==> src/rtl/if_prefetch_pkg.sv <==
// Shared types and constants for the instruction prefetch unit.
package if_prefetch_pkg;

  localparam logic        RSTN_ENABLE  = 1'b0;
  localparam logic        RSTN_DISABLE = 1'b1;
  localparam int unsigned PC_STEP      = 4;

  typedef enum logic {
    FETCH_RUN     = 1'b0,
    FETCH_DISCARD = 1'b1
  } fetch_state_e;

endpackage

==> src/rtl/if_fifo.sv <==
// Registered synchronous FIFO holding {pc, inst} pairs; push and pop may coincide at any fill.
module if_fifo
  import if_prefetch_pkg::*;
#(
  parameter int unsigned WIDTH = 64,
  parameter int unsigned DEPTH = 4
) (
  input  logic                     clk,
  input  logic                     rst,
  input  logic                     clear,
  input  logic                     push,
  input  logic                     pop,
  input  logic [WIDTH-1:0]         din,
  output logic [WIDTH-1:0]         dout,
  output logic [$clog2(DEPTH):0]   count,
  output logic                     full,
  output logic                     empty
);

  localparam int unsigned PW = $clog2(DEPTH);

  logic [WIDTH-1:0] mem [DEPTH];
  logic [PW-1:0]    wr_ptr;
  logic [PW-1:0]    rd_ptr;
  logic             do_push;
  logic             do_pop;

  assign empty   = (count == '0);
  assign full    = (count == (PW+1)'(DEPTH));
  assign do_pop  = pop && !empty;
  // A full FIFO still accepts a push when the head leaves in the same cycle.
  assign do_push = push && (!full || do_pop);
  assign dout    = mem[rd_ptr];

  always_ff @(posedge clk) begin
    if (rst == RSTN_ENABLE) begin
      wr_ptr <= '0;
      rd_ptr <= '0;
      count  <= '0;
      for (int unsigned i = 0; i < DEPTH; i++) begin
        mem[PW'(i)] <= '0;
      end
    end else if (clear) begin
      wr_ptr <= '0;
      rd_ptr <= '0;
      count  <= '0;
    end else begin
      if (do_push) begin
        mem[wr_ptr] <= din;
        wr_ptr      <= wr_ptr + PW'(1);
      end
      if (do_pop) begin
        rd_ptr <= rd_ptr + PW'(1);
      end
      count <= count + (PW+1)'(do_push) - (PW+1)'(do_pop);
    end
  end

endmodule

==> src/rtl/if_prefetch.sv <==
// Instruction prefetch: credit-limited sequential fetch, response buffering and redirect flush.
module if_prefetch
  import if_prefetch_pkg::*;
#(
  parameter int unsigned       ADDR_W    = 32,
  parameter int unsigned       DATA_W    = 32,
  parameter int unsigned       DEPTH     = 4,
  parameter int unsigned       MAX_OUTST = 2,
  parameter logic [ADDR_W-1:0] RESET_PC  = '0
) (
  input  logic              clk,
  input  logic              rst,
  input  logic              redirect_i,
  input  logic [ADDR_W-1:0] redirect_pc_i,
  output logic              imem_req_o,
  output logic [ADDR_W-1:0] imem_addr_o,
  input  logic              imem_gnt_i,
  input  logic              imem_rvalid_i,
  input  logic [DATA_W-1:0] imem_rdata_i,
  output logic              inst_valid_o,
  input  logic              inst_ready_i,
  output logic [ADDR_W-1:0] inst_pc_o,
  output logic [DATA_W-1:0] inst_o
);

  localparam int unsigned CW = $clog2(DEPTH) + 1;
  localparam int unsigned OW = $clog2(MAX_OUTST + 1);
  localparam int unsigned SW = CW + 1;

  fetch_state_e             state;
  logic [ADDR_W-1:0]        fetch_pc;
  logic [ADDR_W-1:0]        resp_pc;
  logic [OW-1:0]            outst;
  logic [OW-1:0]            disc_cnt;
  logic [OW-1:0]            pend;
  logic [CW-1:0]            fifo_cnt;
  logic                     fifo_full;
  logic                     fifo_empty;
  logic                     handshake;
  logic                     resp_ok;
  logic                     push;
  logic                     pop;
  logic [SW-1:0]            credit_used;
  logic [ADDR_W+DATA_W-1:0] fifo_dout;

  // Buffered entries plus in-flight requests never exceed DEPTH, so every response has a slot.
  assign credit_used = SW'(fifo_cnt) + SW'(outst);
  assign imem_req_o  = (rst != RSTN_ENABLE) && (state == FETCH_RUN) && !redirect_i &&
                       (credit_used < SW'(DEPTH)) && (outst < OW'(MAX_OUTST));
  assign imem_addr_o = fetch_pc;

  assign handshake = imem_req_o && imem_gnt_i;
  assign resp_ok   = imem_rvalid_i && (outst != '0);
  assign pend      = outst - OW'(resp_ok);
  assign push      = resp_ok && (state == FETCH_RUN) && !redirect_i;
  assign pop       = inst_valid_o && inst_ready_i;

  assign inst_valid_o = !fifo_empty;
  assign inst_pc_o    = fifo_dout[ADDR_W+DATA_W-1 -: ADDR_W];
  assign inst_o       = fifo_dout[DATA_W-1:0];

  if_fifo #(
    .WIDTH (ADDR_W + DATA_W),
    .DEPTH (DEPTH)
  ) u_fifo (
    .clk   (clk),
    .rst   (rst),
    .clear (redirect_i),
    .push  (push),
    .pop   (pop),
    .din   ({resp_pc, imem_rdata_i}),
    .dout  (fifo_dout),
    .count (fifo_cnt),
    .full  (fifo_full),
    .empty (fifo_empty)
  );

  always_ff @(posedge clk) begin
    if (rst == RSTN_ENABLE) begin
      state    <= FETCH_RUN;
      fetch_pc <= RESET_PC;
      resp_pc  <= RESET_PC;
      outst    <= '0;
      disc_cnt <= '0;
    end else if (redirect_i) begin
      // Requests are gated during redirect, so only a same-cycle response reduces the backlog.
      fetch_pc <= redirect_pc_i;
      resp_pc  <= redirect_pc_i;
      outst    <= pend;
      disc_cnt <= pend;
      state    <= (pend == '0) ? FETCH_RUN : FETCH_DISCARD;
    end else begin
      if (handshake) begin
        fetch_pc <= fetch_pc + ADDR_W'(PC_STEP);
      end
      outst <= outst + OW'(handshake) - OW'(resp_ok);
      case (state)
        FETCH_RUN: begin
          if (push) begin
            resp_pc <= resp_pc + ADDR_W'(PC_STEP);
          end
        end
        FETCH_DISCARD: begin
          if (resp_ok) begin
            disc_cnt <= disc_cnt - OW'(1);
            if (disc_cnt == OW'(1)) begin
              state <= FETCH_RUN;
            end
          end
        end
        default: state <= FETCH_RUN;
      endcase
    end
  end

  a_no_orphan_rsp: assert property (@(posedge clk) disable iff (rst == RSTN_ENABLE)
    imem_rvalid_i |-> (outst != '0));

  a_no_overflow: assert property (@(posedge clk) disable iff (rst == RSTN_ENABLE)
    (push && fifo_full) |-> pop);

endmodule
==> config.mk <==
export PLATFORM = sky130hd
export DESIGN_NAME = if_prefetch
export DESIGN_NICKNAME = d
export VERILOG_FILES = /design/src/rtl/if_prefetch_pkg.sv /design/src/rtl/if_fifo.sv /design/src/rtl/if_prefetch.sv
export SDC_FILE = /design/constraint.sdc
export NUM_CORES = 1
export LEC_CHECK = 0
export BUFFER_PORTS_ARGS = -buffer_cell sky130_fd_sc_hd__buf_2
export CAP_MARGIN = 15
export CORE_UTILIZATION = 41
export CTS_CLUSTER_DIAMETER = 150
export CTS_CLUSTER_SIZE = 14
export DETAILED_ROUTE_END_ITERATION = 10
export GPL_ROUTABILITY_DRIVEN = 0
export SYNTH_ARGS = -nofsm -noshare
export SYNTH_HDL_FRONTEND = slang
export SYNTH_SLANG_ARGS = --single-unit
==> constraint.sdc <==
create_clock -name clk -period 9.1 [get_ports clk]
set_input_delay 2.275 -clock clk [delete_from_list [all_inputs] [get_ports clk]]
set_output_delay 2.275 -clock clk [all_outputs]
set_load 0.005 [all_outputs]
Word level (Yosys, flattened, before mapping)
Memory sizes are Yosys's and may differ from the RTL's. A register that Yosys moved wholly into a read port is not among the register bits.
Cells that the tools add are included.
{ "totals": {"reg_bits": 76, "ram_bits": 256, "inputBits": 70, "output_inout_bits": 98, "word_cells": 77, "mem_count": 1} }
{ "memory_table": {"columns": ["memory", "depth", "word_bits", "rd", "rd_ports_with_merged_regs", "write_ports", "line_no", "rtl"], "rows": [
  ["u_fifo.mem", 4, 64, 1, 1, 4, "if_fifo.sv:22", "logic [WIDTH-1:0] mem [DEPTH];"]
]} }
{ "classes": {"add_sub_neg": 11, "order_cmp": 2, "eq_ne": 3, "mux": 24, "bitwise_logic": 2, "reduce_logical": 26} }
{ "op_table": {"columns": ["op", "n"], "rows": [
  ["two-way mux 32 bit", 5],
  ["adder 32 x 3 -> 32 bit (second input constant)", 2],
  ["two-way mux 64 bit", 1],
  ["OR reduction 64 bit", 1],
  ["two-way mux 2 bit", 7],
  ["logical AND 1 bit", 11],
  ["two-way mux 1 bit", 11],
  ["nonzero test 2 bit", 5],
  ["adder 2 x 1 -> 2 bit (second input constant)", 2],
  ["adder 3 x 2 -> 4 bit", 1],
  ["< comparator 4 x 3 -> 1 bit (second input constant)", 1],
  ["AND reduction 2 bit", 2],
  ["subtractor 2 x 1 -> 2 bit", 2],
  ["adder 3 x 1 -> 3 bit", 1],
  ["equality test 3 bit (second input constant)", 1],
  ["zero test 1 bit", 3],
  ["zero test 3 bit", 1],
  ["subtractor 3 x 1 -> 3 bit", 1],
  ["adder 2 x 1 -> 2 bit", 1],
  ["equality test 2 x 1 -> 1 bit (second input constant)", 1],
  ["zero test 2 bit", 1],
  ["< comparator 2 bit (second input constant)", 1],
  ["inequality test 2 bit (second input constant)", 1],
  ["inverter 1 bit", 2],
  ["3 further kinds", 3]
]} }

Depth between registers and ports, before layout
Gate-level depths: netlist of run 1.
{ "logic_depth": {"word_depth": 12, "mapped_depth": 13, "depth_no_buf": 11} }

Cells and area by module
A second synthesis of run 1 with hierarchy kept.
{ "hier_totals": {"hier_cells": 1132, "area_unflattened_um2": 15203.3} }
{ "modules_own_cells": {"columns": ["module", "n_inst", "cells_each", "area_per_inst_um2", "seq_area_each_um2"], "rows": [
  ["if_fifo", 1, 668, 11431.0, 7867.5],
  ["if_prefetch", 1, 464, 3772.4, 1381.3]
]} }

Worst setup path after synthesis of run 1
Ideal clock, no wire load.
{ "synth_timing": {"path_kind": "in2reg", "start": "input imem_rvalid_i", "end": "memory u_fifo.mem[0][0], enable pin", "setup_time_ps": 581, "arrival_ps": 7657, "required_time_ps": 8519, "slack_ps": 862, "stages": 5, "n_path_buf": 0, "cell_sequence": "o21ai_2 clkinv_4 nand2_4 or3_1 o31ai_1"} }
{ "synth_lines": {"columns": ["item", "line_no", "rtl"], "rows": [
  ["start, declared", "if_prefetch.sv:18", "input logic imem_rvalid_i,"],
  ["end, declared", "if_fifo.sv:22", null]
]} }

Final worst setup path of run 1
{ "layout_timing": {"start": "input rst", "end": "output imem_req_o"} }
{ "layout_between": {"elab_chain_len": 4} }
{ "layout_lines": {"columns": ["item", "line_no", "rtl"], "rows": [
  ["start, declared", "if_prefetch.sv:12", "input logic rst,"],
  ["logical AND 1 bit (3 in a row)", "if_prefetch.sv:48", "assign imem_req_o = (rst != RSTN_ENABLE) && (state == FETCH_RUN) && !redirect_i &&"],
  ["logical AND 1 bit", "if_prefetch.sv:49", "(credit_used < SW'(DEPTH)) && (outst < OW'(MAX_OUTST));"],
  ["end, declared", "if_prefetch.sv:15", "output logic imem_req_o,"]
]} }
No other way between the ends.

==> summary.md, run 1 <==
| Metric | Value |
|---|---|
| GRT Resource Usage Total | `around a fifth` |
| Setup crit start kind | `input pin` |
| H-tree levels | `1` |
| CTS tree | `done` |
| TritonRoute pass-1 iters | `4` |
| Async set-or-reset flop fraction in the synthesized netlist | `0%` |
| Die H | `around 190 um` |
| Worst Hold Class | `flop to flop` |
| Drt initial violations | `approximately 600` |
| Num CTS Buffers | `27` |
| Final non-filler cell total | `approximately 1.7k` |
| Min Tclk post-route | `a little under 6000 ps` |
| Yosys cell types | `between 50 and 60` |
| Post-Syn Area | `between 15,000 and 20,000 um2` |
| Total global routing overflow | `0` |
| IO Port Bufs | `167` |
| Dominant synthesized flop cell | `edfxtp_1` |
| Largest net degree at the start of global routing | `84` |
| Hold buffers post-CTS | `0` |
| Detailed Place HPWL | `21,200 um` |
| Final Hold Fails | `0` |
| Post-Syn Nets | `between 1k and 1.5k` |
| Final Power | `approximately 3.2 mW` |
| Clk buf depth | `3` |
| Area growth, synth to finish | `13.2%` |
| CP required | `slightly below 7000 ps` |
| Critical Path Fanout Max | `24` |
| Commonest non-fill, non-tap cell in the layout | `and2_1` |
| Die width | `194 um` |
| CP arrival | `about 3600 ps` |
| Clock power share | `roughly a third` |
| Syn Area/Cell | `approximately 13 um2` |
| Antenna violations before repair | `2` |
| Setup Viol. Count Final | `0` |
| Post-synth EDFFs | `around 260` |
| Post_cts resized | `0` |
| Cell count after synthesis | `about 1.1k` |
| Core area | `about 36,000 um2` |
| DRT antenna net count | `0` |
| CP Capture Type | `primary output` |
| Vias in the first global route | `roughly 9.5k` |
| Vias | `9,279` |
| Most area-consuming cells after synthesis | `edfxtp_1 (51%), and2_1 (11%), dfxtp_1 (10%)` |
| Top cell type by total area after synthesis | `edfxtp_1` |
| DP Area | `roughly 16,000 um2` |
| Via/cell ratio | `around 5.3` |
| Worst vdd ir | `between 100 and 150 uV` |
| Latest clock arrival within the worst-skew pair | `between 500 and 600 ps` |
| Clk sinks | `334` |
| Fin util | `between 40% and 50%` |
| Commonest cells after routing, fill and taps aside | `and2_1 (262), edfxtp_1 (256), buf_2 (167), dfxtp_1 (76), mux4_2 (64)` |
| Fin nets | `roughly 1.3k` |
| Combinational fraction of design power | `9.9%` |
| Initial core utilization | `a little over two fifths` |
| Die area | `37,600 um2` |
| Period utilization | `approximately two thirds` |
| RSZ-0062 raised after global routing | `false` |
| Sequential area share after synthesis | `between 60% and 70%` |
| Part of the power in registers | `roughly 56%` |
| Setup TNS Final | `0 ps` |
| Final wirelength | `about 35,000 um` |
| Post-synth top area share | `roughly half` |
| Clock-pin slew on the worst setup and hold paths | `70 ps` |
| I/O pin cnt | `around 170` |
| Avg WL per Cell | `approximately 20 um` |
| Worst-Margin Slew | `slightly above 1000 ps` |
| YS warnings | `0` |
| Layout cells sized above 1 | `~23%` |
| Power per cell area | `between 150 and 200 nW/um2` |
| Leak pwr | `slightly above 6 nW` |
| Worst slew margin | `between 30 and 40%` |
| CTS Root Cell | `clkbuf_16` |
| Switch share | `between 20% and 30%` |
| Final Max Tran Viols | `0` |
| Worst Clk Skew | `12.4 ps` |
| Synth Register Bits | `between 300 and 400` |
| Post-CTS Setup Bufs | `0` |
| DRC | `0` |
| CP Class | `input pin to primary output` |
| Row count | `69` |
| Inst Count DP | `1,690` |
| FMAX | `approximately 170 MHz` |
| Outcome | `complete, no violations` |
| Max_cap viols | `0` |
| NetSw | `roughly 0.78 mW` |
| Int Pwr | `~2.4 mW` |
| First-pass GRT wire length | `~55,000 um` |
| Design area | `17,100 um2` |
-- through the flow --
step | setup WS, ps | hold slack, ps
CTS | 3200 | 486
global route | 3020 | 524
detailed placement | 3200 | 471
finish | 3180 | 473
global placement | 3220 | 451
floorplan | 862 | 453
-- worst max-delay path, stage by stage --
cell and delay (ps):
buf_2 320, buf_4 310, nor2b_1 380, and3_1 230, buf_2 120
-- cell families after synthesis --
family	synth area share, %
AOI/OAI and AO/OA	4.67
xor gates and xnor gates	3.02
adders and majority gates	0.879
buffers and inverters	2.82
DFF	61.3
muxes	9.70
and+or+nand+nor	17.6
-- state kept, by name, summed over array words and instances (netlist names), named ones only --
register and count:
u_fifo.mem 256, imem_addr_o 32, resp_pc 32, u_fifo.count 3, disc_cnt 2, outst 2
u_fifo.rd_ptr 2, u_fifo.wr_ptr 2, state 1
-- power by group through the flow --
stage	clock [mW]	combinational (mW)	sequential (mW)
finish	1.10	0.318	1.79
detailed placement	0	0.322	1.83
floorplan	0	0.202	1.81
CTS	1.13	0.324	1.79
global route	1.18	0.350	1.80
global placement	0	0.319	1.82
-- cell usage after synthesis, types with 4 or more instances --
cell and instances:
a21oi_1 58, nand4b_1 4, and2_1 262, nand3_1 21, xnor2_1 35, nor2_1 22, xor2_1 17, a31oi_1 7
nor3_1 18, nand4_1 19, a211oi_1 4, buf_6 8, and4_1 5, inv_1 19, buf_2 11, edfxtp_1 256
ha_1 9, nor4_1 15, nand2_1 48, clkbuf_1 50, o21ai_0 38, dfxtp_1 78, mux4_2 64, and3_1 11
-- metal layers --
layer  vias to the layer above  wire length (um)  global-route usage (%)
li1                       4386                 -                       -
met1                      4582             15900                    26.1
met2                       268             16600                    31.2
met3                        41              2070                    3.34
met4                         2               585                    3.82
met5                         -                 8                       0
-- final timing paths --
check	cells past startpoint	endpoint	slack, ps	start
hold / removal	2	imem_addr_o[0]	470	imem_addr_o[0]
hold reg to reg	2	imem_addr_o[0]	470	imem_addr_o[0]
setup reg to reg	11	outst[1]	5690	outst[1]
setup / recovery	5	imem_req_o	3180	rst
-- layout make-up --
| type | count | area, um2 |
|---|---|---|
| antenna | 2 | 5.00 |
| clock buffer | 47 | 761 |
| clock inverter | 1 | 20.0 |
| fill | 3207 | 18800 |
| inverter | 20 | 80.1 |
| multi-input combinational | 696 | 5460 |
| sequential | 334 | 9250 |
| tap | 461 | 577 |
| timing repair buffer | 179 | 926 |
Power figures use the tool's default switching activity.
==> inputs of run 2 (changes only) <==
==> constraint.sdc (replaced) <==
create_clock -name clk -period 5.5 [get_ports clk]
set_input_delay 1.375 -clock clk [delete_from_list [all_inputs] [get_ports clk]]
set_output_delay 1.375 -clock clk [all_outputs]
set_load 0.005 [all_outputs]
==> summary.md, run 2 (same netlist as run 1, synthesis figures left out) <==
| Metric | Value |
|---|---|
| Inst Count DP | `about 1.7k` |
| Post-CTS Setup Bufs | `0` |
| Avg WL per Cell | `about 21 um` |
| Fin util | `approximately 48%` |
| Area growth, synth to finish | `13.8%` |
| Top sig layer | `met5` |
| Setup TNS Final | `0 ps` |
| Die H | `between 150 and 200 um` |
| Commonest cells after routing, fill and taps aside | `and2_1 (262), edfxtp_1 (256), buf_2 (167), dfxtp_1 (76), mux4_2 (64)` |
| Critical Path Fanout Max | `38` |
| Die width | `roughly 190 um` |
| CTS tree | `done` |
| GRT Resource Usage Total | `between 10% and 20%` |
| Power per cell area | `between 300 and 400 nW/um2` |
| DRC | `0` |
| CP Cell Sequence | `buf_12 > mux4_2 > buf_2` |
| Die area | `roughly 38,000 um2` |
| Worst slew margin | `slightly below 30%` |
| Largest net degree at the start of global routing | `84` |
| Clk sinks | `334` |
| FMAX | `roughly 250 MHz` |
| Detailed Place HPWL | `approximately 22,000 um` |
| Vias in the first global route | `about 9.5k` |
| CP max-delay cell | `dfxtp_4` |
| Fin nets | `roughly 1.3k` |
| Layout cells sized above 1 | `between 20% and 30%` |
| Outcome | `complete, no violations` |
| Core area | `35,900 um2` |
| I/O pin cnt | `~170` |
| Total global routing overflow | `0` |
| Final Max Tran Viols | `0` |
| CP required | `between 4000 and 5000 ps` |
| Row count | `69` |
| Post_cts resized | `0` |
| Fillers | `about 3.3k` |
| Biggest register | `u_fifo.mem` |
| Antenna violations before repair | `1` |
| Final Power | `5.31 mW` |
| H-tree levels | `1` |
| Worst vdd ir | `about 200 uV` |
| CP peak stage delay | `a little over 900 ps` |
| Met1 wire length | `~17,000 um` |
| Hold buffers post-CTS | `0` |
| CTS Root Cell | `clkbuf_16` |
| Setup Viol. Count Final | `0` |
| DR WL met3 | `about 2000 um` |
| Initial core utilization | `between 40% and 50%` |
| Vias | `a little over 9k` |
| Worst Hold Class | `flop to flop` |
| IO Port Bufs | `approximately 170` |
| Max_cap viols | `0` |
| Num CTS Buffers | `27` |
| Commonest non-fill, non-tap cell in the layout | `and2_1` |
| Final hold slack | `468 ps` |
| Min Tclk post-route | `between 3000 and 4000 ps` |
| Clk buf depth | `3` |
| Leak pwr | `6.27 nW` |
| RSZ-0062 raised after global routing | `false` |
| Final non-filler cell total | `about 1.7k` |
| TritonRoute pass-1 iters | `4` |
| Via/cell ratio | `~5.3` |
| Worst Clk Skew | `roughly 15 ps` |
| Drt initial violations | `roughly 570` |
| Clock-pin slew on the worst setup and hold paths | `~70 ps` |
| First-pass GRT wire length | `about 56,000 um` |
| Met2 wire len | `about 17,000 um` |
| Number of flip-flops in the largest register | `~260` |
| CP arrival | `roughly 2600 ps` |
| CP Class | `flop to primary output` |
| DRT antenna net count | `0` |
| Final wirelength | `36,100 um` |
| Antenna cells | `0` |
| CP Capture Type | `primary output` |
| Period utilization | `71.6%` |
| Worst-Margin Slew | `1070 ps` |
| Latest clock arrival within the worst-skew pair | `about 550 ps` |
| Setup crit start kind | `flop` |
| Final Hold Fails | `0` |
run 2: path summary, 6_finish.rpt:
kind                    end  slack, ps  depth (start not counted)           start
max           inst_pc_o[18]       1560                          3            flop
min          imem_addr_o[0]        470                          2  imem_addr_o[0]
max reg2reg        outst[1]       2640                         11        outst[1]
min reg2reg  imem_addr_o[0]        470                          2  imem_addr_o[0]
run 2: area by class of cell:
cell class / count / area, um2 / area share [%]
clock buffer: 48 / 764 / 4.45
tap: 461 / 577 / 3.36
inverter: 20 / 80.1 / 0.466
sequential: 334 / 9260 / 53.9
clock inverter: 1 / 8.76 / 0.0510
multi-input combinational: 696 / 5460 / 31.8
timing repair buffer: 182 / 1020 / 5.96
run 2: where the power goes:
group	switching, mW	internal, mW
logic	0.307	0.229
registers	0.0977	2.87
clock network	0.870	0.936
run 2: layer usage:
layer | vias up | global-route usage, %
met2 | 276 | 31.7
met4 | 2 | 3.82
met5 | - | 0
li1 | 4388 | -
met3 | 38 | 2.73
met1 | 4611 | 27.2
run 2: worst max-delay path, delay by kind of cell, from the launching register on:
kind | cells | cell delay, ps
muxes | 1 | 580
buffers and inverters | 2 | 490
DFF | 1 | 930
run 2: per-stage QoR:
step / worst slack, ps / area (um2)
2_1_floorplan: -109 / 15100
3_3_place_gp: 1540 / 16400
3_5_place_dp: 1470 / 16400
4_1_cts: 1450 / 17200
5_1_grt: 1370 / 17200
6_report: 1560 / 17200
